--- config.mk ---
export PLATFORM = sky130hd
export DESIGN_NAME = common_dffram_fifo_ctrl
export DESIGN_NICKNAME = d
export VERILOG_FILES = /design/src/rtl/common_dffram_fifo_ctrl.sv
export SDC_FILE = /design/constraint.sdc
export NUM_CORES = 1
export LEC_CHECK = 0
export CAP_MARGIN = 20
export CORE_ASPECT_RATIO = 0.8
export CORE_MARGIN = 3
export CORE_UTILIZATION = 32
export DETAILED_ROUTE_END_ITERATION = 10
export PLACE_DENSITY = 0.82
export SLEW_MARGIN = 20
export SYNTH_ARGS = -nofsm -noshare
export SYNTH_HDL_FRONTEND = slang
export SYNTH_SLANG_ARGS = --single-unit
export TNS_END_PERCENT = 30
--- constraint.sdc ---
create_clock -name clk -period 7.9 [get_ports clk]
set_clock_uncertainty 0.2 [all_clocks]
set_input_delay 1.975 -clock clk [delete_from_list [all_inputs] [get_ports clk]]
set_output_delay 1.975 -clock clk [all_outputs]
set_load 0.005 [all_outputs]
--- src/rtl/common_dffram_fifo_ctrl.sv ---
// FIFO controller sequencing an external DFF RAM (port A write, port B async read).
// Holds only the pointers and occupancy count; payload lives entirely in the RAM.
module common_dffram_fifo_ctrl #(
    parameter int DATA_WIDTH        = 8,
    parameter int FIFO_DEPTH        = 4,
    parameter int ALMOST_FULL_LEVEL = FIFO_DEPTH - 1,
    localparam int PTR_WIDTH        = $clog2(FIFO_DEPTH),
    localparam int CNT_WIDTH        = $clog2(FIFO_DEPTH + 1)
) (
    input  logic                  clk,
    input  logic                  reset,
    input  logic                  flush,
    input  logic                  s_valid,
    output logic                  s_ready,
    input  logic [DATA_WIDTH-1:0] s_data,
    output logic                  m_valid,
    input  logic                  m_ready,
    output logic [DATA_WIDTH-1:0] m_data,
    output logic [CNT_WIDTH-1:0]  count,
    output logic                  full,
    output logic                  empty,
    output logic                  almost_full,
    output logic [PTR_WIDTH-1:0]  ram_addra,
    output logic                  ram_ena,
    output logic                  ram_wea,
    output logic [DATA_WIDTH-1:0] ram_dina,
    output logic [PTR_WIDTH-1:0]  ram_addrb,
    input  logic [DATA_WIDTH-1:0] ram_doutb
);

    localparam logic [PTR_WIDTH-1:0] LP_LAST_PTR = PTR_WIDTH'(FIFO_DEPTH - 1);
    localparam logic [CNT_WIDTH-1:0] LP_DEPTH    = CNT_WIDTH'(FIFO_DEPTH);
    localparam logic [CNT_WIDTH-1:0] LP_AF_LEVEL = CNT_WIDTH'(ALMOST_FULL_LEVEL);

    logic [PTR_WIDTH-1:0] r_wr_ptr;
    logic [PTR_WIDTH-1:0] r_rd_ptr;
    logic [CNT_WIDTH-1:0] r_cnt;
    logic                 w_push_fire;
    logic                 w_pop_fire;

    // Explicit wrap keeps non-power-of-two depths legal.
    function automatic logic [PTR_WIDTH-1:0] f_next_ptr(input logic [PTR_WIDTH-1:0] ptr);
        return (ptr == LP_LAST_PTR) ? '0 : ptr + PTR_WIDTH'(1);
    endfunction

    assign full        = (r_cnt == LP_DEPTH);
    assign empty       = (r_cnt == '0);
    assign almost_full = (r_cnt >= LP_AF_LEVEL);
    assign count       = r_cnt;
    assign s_ready     = ~full;
    assign m_valid     = ~empty;
    assign m_data      = ram_doutb;

    assign w_push_fire = s_valid & s_ready & ~reset & ~flush;
    assign w_pop_fire  = m_valid & m_ready & ~reset & ~flush;

    assign ram_addra = r_wr_ptr;
    assign ram_ena   = w_push_fire;
    assign ram_wea   = w_push_fire;
    assign ram_dina  = s_data;
    assign ram_addrb = r_rd_ptr;

    always_ff @(posedge clk) begin
        if (reset || flush) begin
            r_wr_ptr <= '0;
            r_rd_ptr <= '0;
            r_cnt    <= '0;
        end else begin
            if (w_push_fire) r_wr_ptr <= f_next_ptr(r_wr_ptr);
            if (w_pop_fire)  r_rd_ptr <= f_next_ptr(r_rd_ptr);
            case ({w_push_fire, w_pop_fire})
                2'b10:   r_cnt <= r_cnt + CNT_WIDTH'(1);
                2'b01:   r_cnt <= r_cnt - CNT_WIDTH'(1);
                default: r_cnt <= r_cnt;
            endcase
        end
    end

endmodule

==> flow_summary.ini, run 1 <==
[outcome]
status = finished clean

[sta]
period_share = 0.7405
fmaxAchievable_mhz = 170.9
fin_setup_tns_ns = 0
worstMarginPinSlew_ns = 0.6185
grt_setup_unrepaired = no
slew-limit-headroom = 0.5862
hold_viol = 0
drv_slew = 0
fin_crit_ns = 5.850
setup_viol = 0

[min_path]
hold_class = flop to flop

[synthesis]
synth_compound_area_frac = 0.08065
synth_mux_area_frac = 0.03687
yosys_warnings = 0
yosysTopAreaCell = dfxtp_1
async_flop_share = 0
synth.area.top_cells = dfxtp_1, buf_4, ha_1
synth-seq-cells = 7
synth_edf_count = 0
ys.flop_type = dfxtp_1
yosys.area_share.simple = 0.1935
seq_area_frac_synth = 0.2581
synth.distinct_cells = 22
synth_most_common_cell = buf_4
synthTopCellsByCount = buf_4, dfxtp_1, inv_1
syn_nets = 88
synthXorXnorAreaFrac = 0.03226
synth_top_family_by_area = buffers and inverters
synthAdderAreaFrac = 0.1060
synthesis.area_sq_um = 543.0
netlist_instances = 63
avgSynthCellArea_sq_um = 8.619
yosys.area.top_type_share = 0.2581

[detailed_routing]
routed_via_density = 4.557
dr.pass1.iters = 2
vias = 401
drt_iter0_drc = 2
drc_errors = 0
drtAntennaViolNets = 0
wl_per_cell_um = 10.89
wl_um = 958

[power]
ir_drop_uv = 56.78
power_leakage_nw = 0.2639
power_density_nw_per_um2 = 124.1

[floorplanning]
die_w_um = 52.06
dieHeight_um = 42.85
core_sq_um = 1486
dieArea_sq_um = 2230
num_io_pins = 51
start_util = 0.3653
num_rows = 12

[setup_path]
crit_arrival_ns = 3.68
cpPeakStageDelay_ns = 0.51
path_cells = clkdlybuf4s50_1 -> nor2_1 -> nand3_4 -> inv_1 -> clkdlybuf4s50_1
cp_common_cell = clkdlybuf4s50_1
worstPathMaxFanout = 9
cpMaxStageDelayCell = nor2_1
critPathBufInv = 3
cp_top_family = buffers and inverters
startpoint_type = input port
required_ns = 5.73
cp-end-kind = output pin
path_class = input port to output pin

[cells_and_area]
area_growth_pct = 18.43
postLayoutCoreUtil = 0.4327
final_area_sq_um = 643.1
layout.nets = 93
drive_above_1_share = 0.1493
stdcell_count = 88
diodes = 0

[placed_design]
place_inst = 84
place_congestion = 0.7450
io_buffers = 18
post-dp-hpwl_um = 737.4
postPlaceCellArea_sq_um = 616.8

[clock_network]
root_buffer = clkbuf_4
cts_buffers = 3
cts_hold_buf = 0
cts.htree.levels = 1
clock-sinks = 7
cts.repair.resized = 0
clk_pin_slew_worst_paths_ns = 0.06
post_cts_buffers = 0
cts_tree = done
cts_max_path_buffers = 2
insertion_delay_ns = 0.26

[global_route]
antenna_found_initial = 0
grt_first_pass_wirelength_um = 1566
grt_usage = 0.1016
overflow = 0
grt_pass1_vias = 358
grt_max_degree = 10

[flow_run]
max-cap-violations = 0
[area by class of cell]
type | count | area [sq um]
Multi-Input combinational cell | 31 | 244.0
Clock buffer | 4 | 26.28
Inverter | 7 | 26.28
Timing Repair Buffer | 18 | 180.2
Tap cell | 21 | 26.28
Sequential cell | 7 | 140.1
Fill cell | 155 | 843.3
[final timing paths]
path	start	to	slack, ns	depth (start not counted)
max reg2reg	count[2]$_SDFFE_PP0P_	count[2]$_SDFFE_PP0P_	5.34	8
max	reset	ram_wea	2.05	5
min reg2reg	ram_addrb[1]$_SDFFE_PP0P_	ram_addrb[1]$_SDFFE_PP0P_	0.29	2
min	ram_addrb[1]$_SDFFE_PP0P_	ram_addrb[1]$_SDFFE_PP0P_	0.29	2
[tightest hold or removal path: cells and delay by family (launching register included)]
kind | cells | cell delay (ns)
flops | 1 | 0.32
simple gates | 1 | 0.07
compound gates | 1 | 0.05
[report_power, final]
group	internal (mW)	switching [mW]
Clock	0.0194	0.0144
Sequential	0.0360	0.000735
Combinational	0.00553	0.00380
Total	0.0608	0.0189
[layout by cell type, fill, tap and decap left out, drive strengths merged]
cell type,netlist,layout
clkdlybuf4s50,0,18
inv,7,7
dfxtp,7,7
nand2,4,4
clkbuf,0,4
nor2,3,3
ha,3,3
o21ai,3,3
or3,2,2
mux2i,2,2
nand4,2,2
xor2,2,2
nor3,2,2
or3b,1,1
nand3,1,1
and3,1,1
a21o,1,1
a21boi,1,1
or2,1,1
a21oi,1,1
fa,1,1
[per-stage QoR]
step	hold slack [ns]	worst slack, ns	power, mW
after floorplan	0.2706	3.008	0.04793
after global routing	0.3300	1.833	0.08506
after CTS	0.2938	2.015	0.08155
after global placement	0.2754	2.082	0.04653
after detailed placement	0.2773	2.021	0.04679
final	0.2888	2.050	0.07978
[cells by family (layout without fill, tap and decap cells)]
| group | Yosys count | after routing |
|---|---|---|
| compound gates | 6 | 6 |
| xor+xnor | 2 | 2 |
| fa+ha+maj | 4 | 4 |
| buf+inv | 25 | 29 |
| flops | 7 | 7 |
| mux | 2 | 2 |
| simple gates | 17 | 17 |
[metal layers]
layer	GRT usage	share of wire
met1	0.1090	0.42
met2	0.1328	0.41
met3	0.08772	0.15
met5	0	0
met4	0.05759	0.019
[registers in the layout (all words and copies together) (netlist names)]
signal / flops
ram_addra: 2
ram_addrb: 2
count: 3
(Power assumes the default switching activity.)
==> run 2: changes to the inputs <==
- CORE_UTILIZATION: 32 -> 26
- PLACE_DENSITY: 0.82 -> 0.71
- clock period: 7.9 -> 4.7 ns (I/O delays scaled with it)
==> flow_summary.ini, run 2 (synthesis results as in run 1) <==
[outcome]
status = finished clean

[cells_and_area]
num-fill-cells = 210
multi_input_area_sq_um = 244.0
largest_reg_flops = 3
layout.nets = 94
most-common-layout-cells = clkdlybuf4s50_1, inv_1, dfxtp_1
diodes = 0
drive_above_1_share = 0.1618
seqCellArea_sq_um = 140.1
area_growth_pct = 20.51
final_area_sq_um = 654.4
stdcell_count = 92
final_common_cell = clkdlybuf4s50_1

[power]
ir_drop_uv = 117.2
power_leakage_nw = 0.2690
power_density_nw_per_um2 = 202.4

[flow_run]
max-cap-violations = 0

[clock_network]
insertion_delay_ns = 0.25
cts.repair.resized = 0
cts_buffers = 3
cts_max_path_buffers = 2
post_cts_buffers = 0
root_buffer = clkbuf_4
clk_pin_slew_worst_paths_ns = 0.05
cts.htree.levels = 1
clock-sinks = 7
cts_tree = done
cts_hold_buf = 0

[detailed_routing]
dr.pass1.iters = 2
vias = 395
routed_via_density = 4.293
wl_per_cell_um = 10.38
wl_um = 955
drc_errors = 0
drtAntennaViolNets = 0
drt_iter0_drc = 5

[floorplanning]
die_w_um = 57.10
dieArea_sq_um = 2676
dieHeight_um = 46.88
num_io_pins = 51
start_util = 0.2818
core_sq_um = 1927
num_rows = 14

[global_route]
grt_first_pass_wirelength_um = 1628
grt_pass1_vias = 360
grt_usage = 0.08180
antenna_found_initial = 0
overflow = 0
grt_max_degree = 9

[sta]
grt_setup_unrepaired = no
setup_viol = 0
hold_viol = 0
fin_setup_tns_ns = 0
worstMarginPinSlew_ns = 0.2392
period_share = 0.8372
slew-limit-headroom = 0.8400
fmaxAchievable_mhz = 254.2
drv_slew = 0
fin_crit_ns = 3.935

[placed_design]
postPlaceCellArea_sq_um = 628.1
post-dp-hpwl_um = 766
place_inst = 88
place_congestion = 0.6905
io_buffers = 18

[setup_path]
startpoint_type = input port
reg2reg_slack_ns = 2.16
worstPathMaxFanout = 4
cp-end-kind = output pin
path_class = input port to output pin
required_ns = 3.32
crit_arrival_ns = 2.56

[min_path]
hold_class = flop to flop
[run 2: layout make-up]
type                            count  share of cell area
Multi-Input combinational cell     31              0.3728
Tap cell                           24             0.04589
Clock buffer                        4             0.04015
Sequential cell                     7              0.2141
Inverter                            7             0.04015
Timing Repair Buffer               19              0.2868
[run 2: critical path: stages]
cell             delay (ns)
clkdlybuf4s50_1        0.45
nor2_1                 0.24
nand3_4                0.13
inv_1                  0.08
clkdlybuf4s50_1        0.49
[run 2: path summary, 6_finish.rpt]
kind,from,endpoint,cells past startpoint
max,reset,ram_ena,5
min,ram_addrb[1]$_SDFFE_PP0P_,ram_addrb[1]$_SDFFE_PP0P_,2
max reg2reg,count[2]$_SDFFE_PP0P_,count[2]$_SDFFE_PP0P_,8
min reg2reg,ram_addrb[1]$_SDFFE_PP0P_,ram_addrb[1]$_SDFFE_PP0P_,2
[run 2: metrics by stage]
stage | utilization | hold slack, ns | worst slack, ns | power (mW)
floorplan | - | 0.2706 | 1.394 | 0.08057
global placement | 0.3260 | 0.2721 | 0.7693 | 0.07897
detailed placement | 0.3260 | 0.2804 | 0.7545 | 0.07935
CTS | 0.3396 | 0.2881 | 0.7523 | 0.1363
global route | 0.3396 | 0.3146 | 0.6772 | 0.1410
finish | 0.3396 | 0.2845 | 0.7654 | 0.1324
[run 2: report_power, final]
part           total [mW]  internal (mW)  switching [mW]
logic              0.0166        0.00985         0.00670
registers          0.0616         0.0605         0.00112
clock network      0.0543         0.0324          0.0219
[run 2: per-layer routing]
| metal | up-vias | part of all wire | global-route usage | wire length [um] |
|---|---|---|---|---|
| li1 | 196 | - | - | - |
| met1 | 170 | 0.44 | 0.08987 | 418 |
| met2 | 15 | 0.40 | 0.1093 | 381 |
| met5 | - | 0 | 0 | 0 |
| met4 | 0 | 0.044 | 0.06481 | 42 |
| met3 | 14 | 0.12 | 0.05769 | 114 |
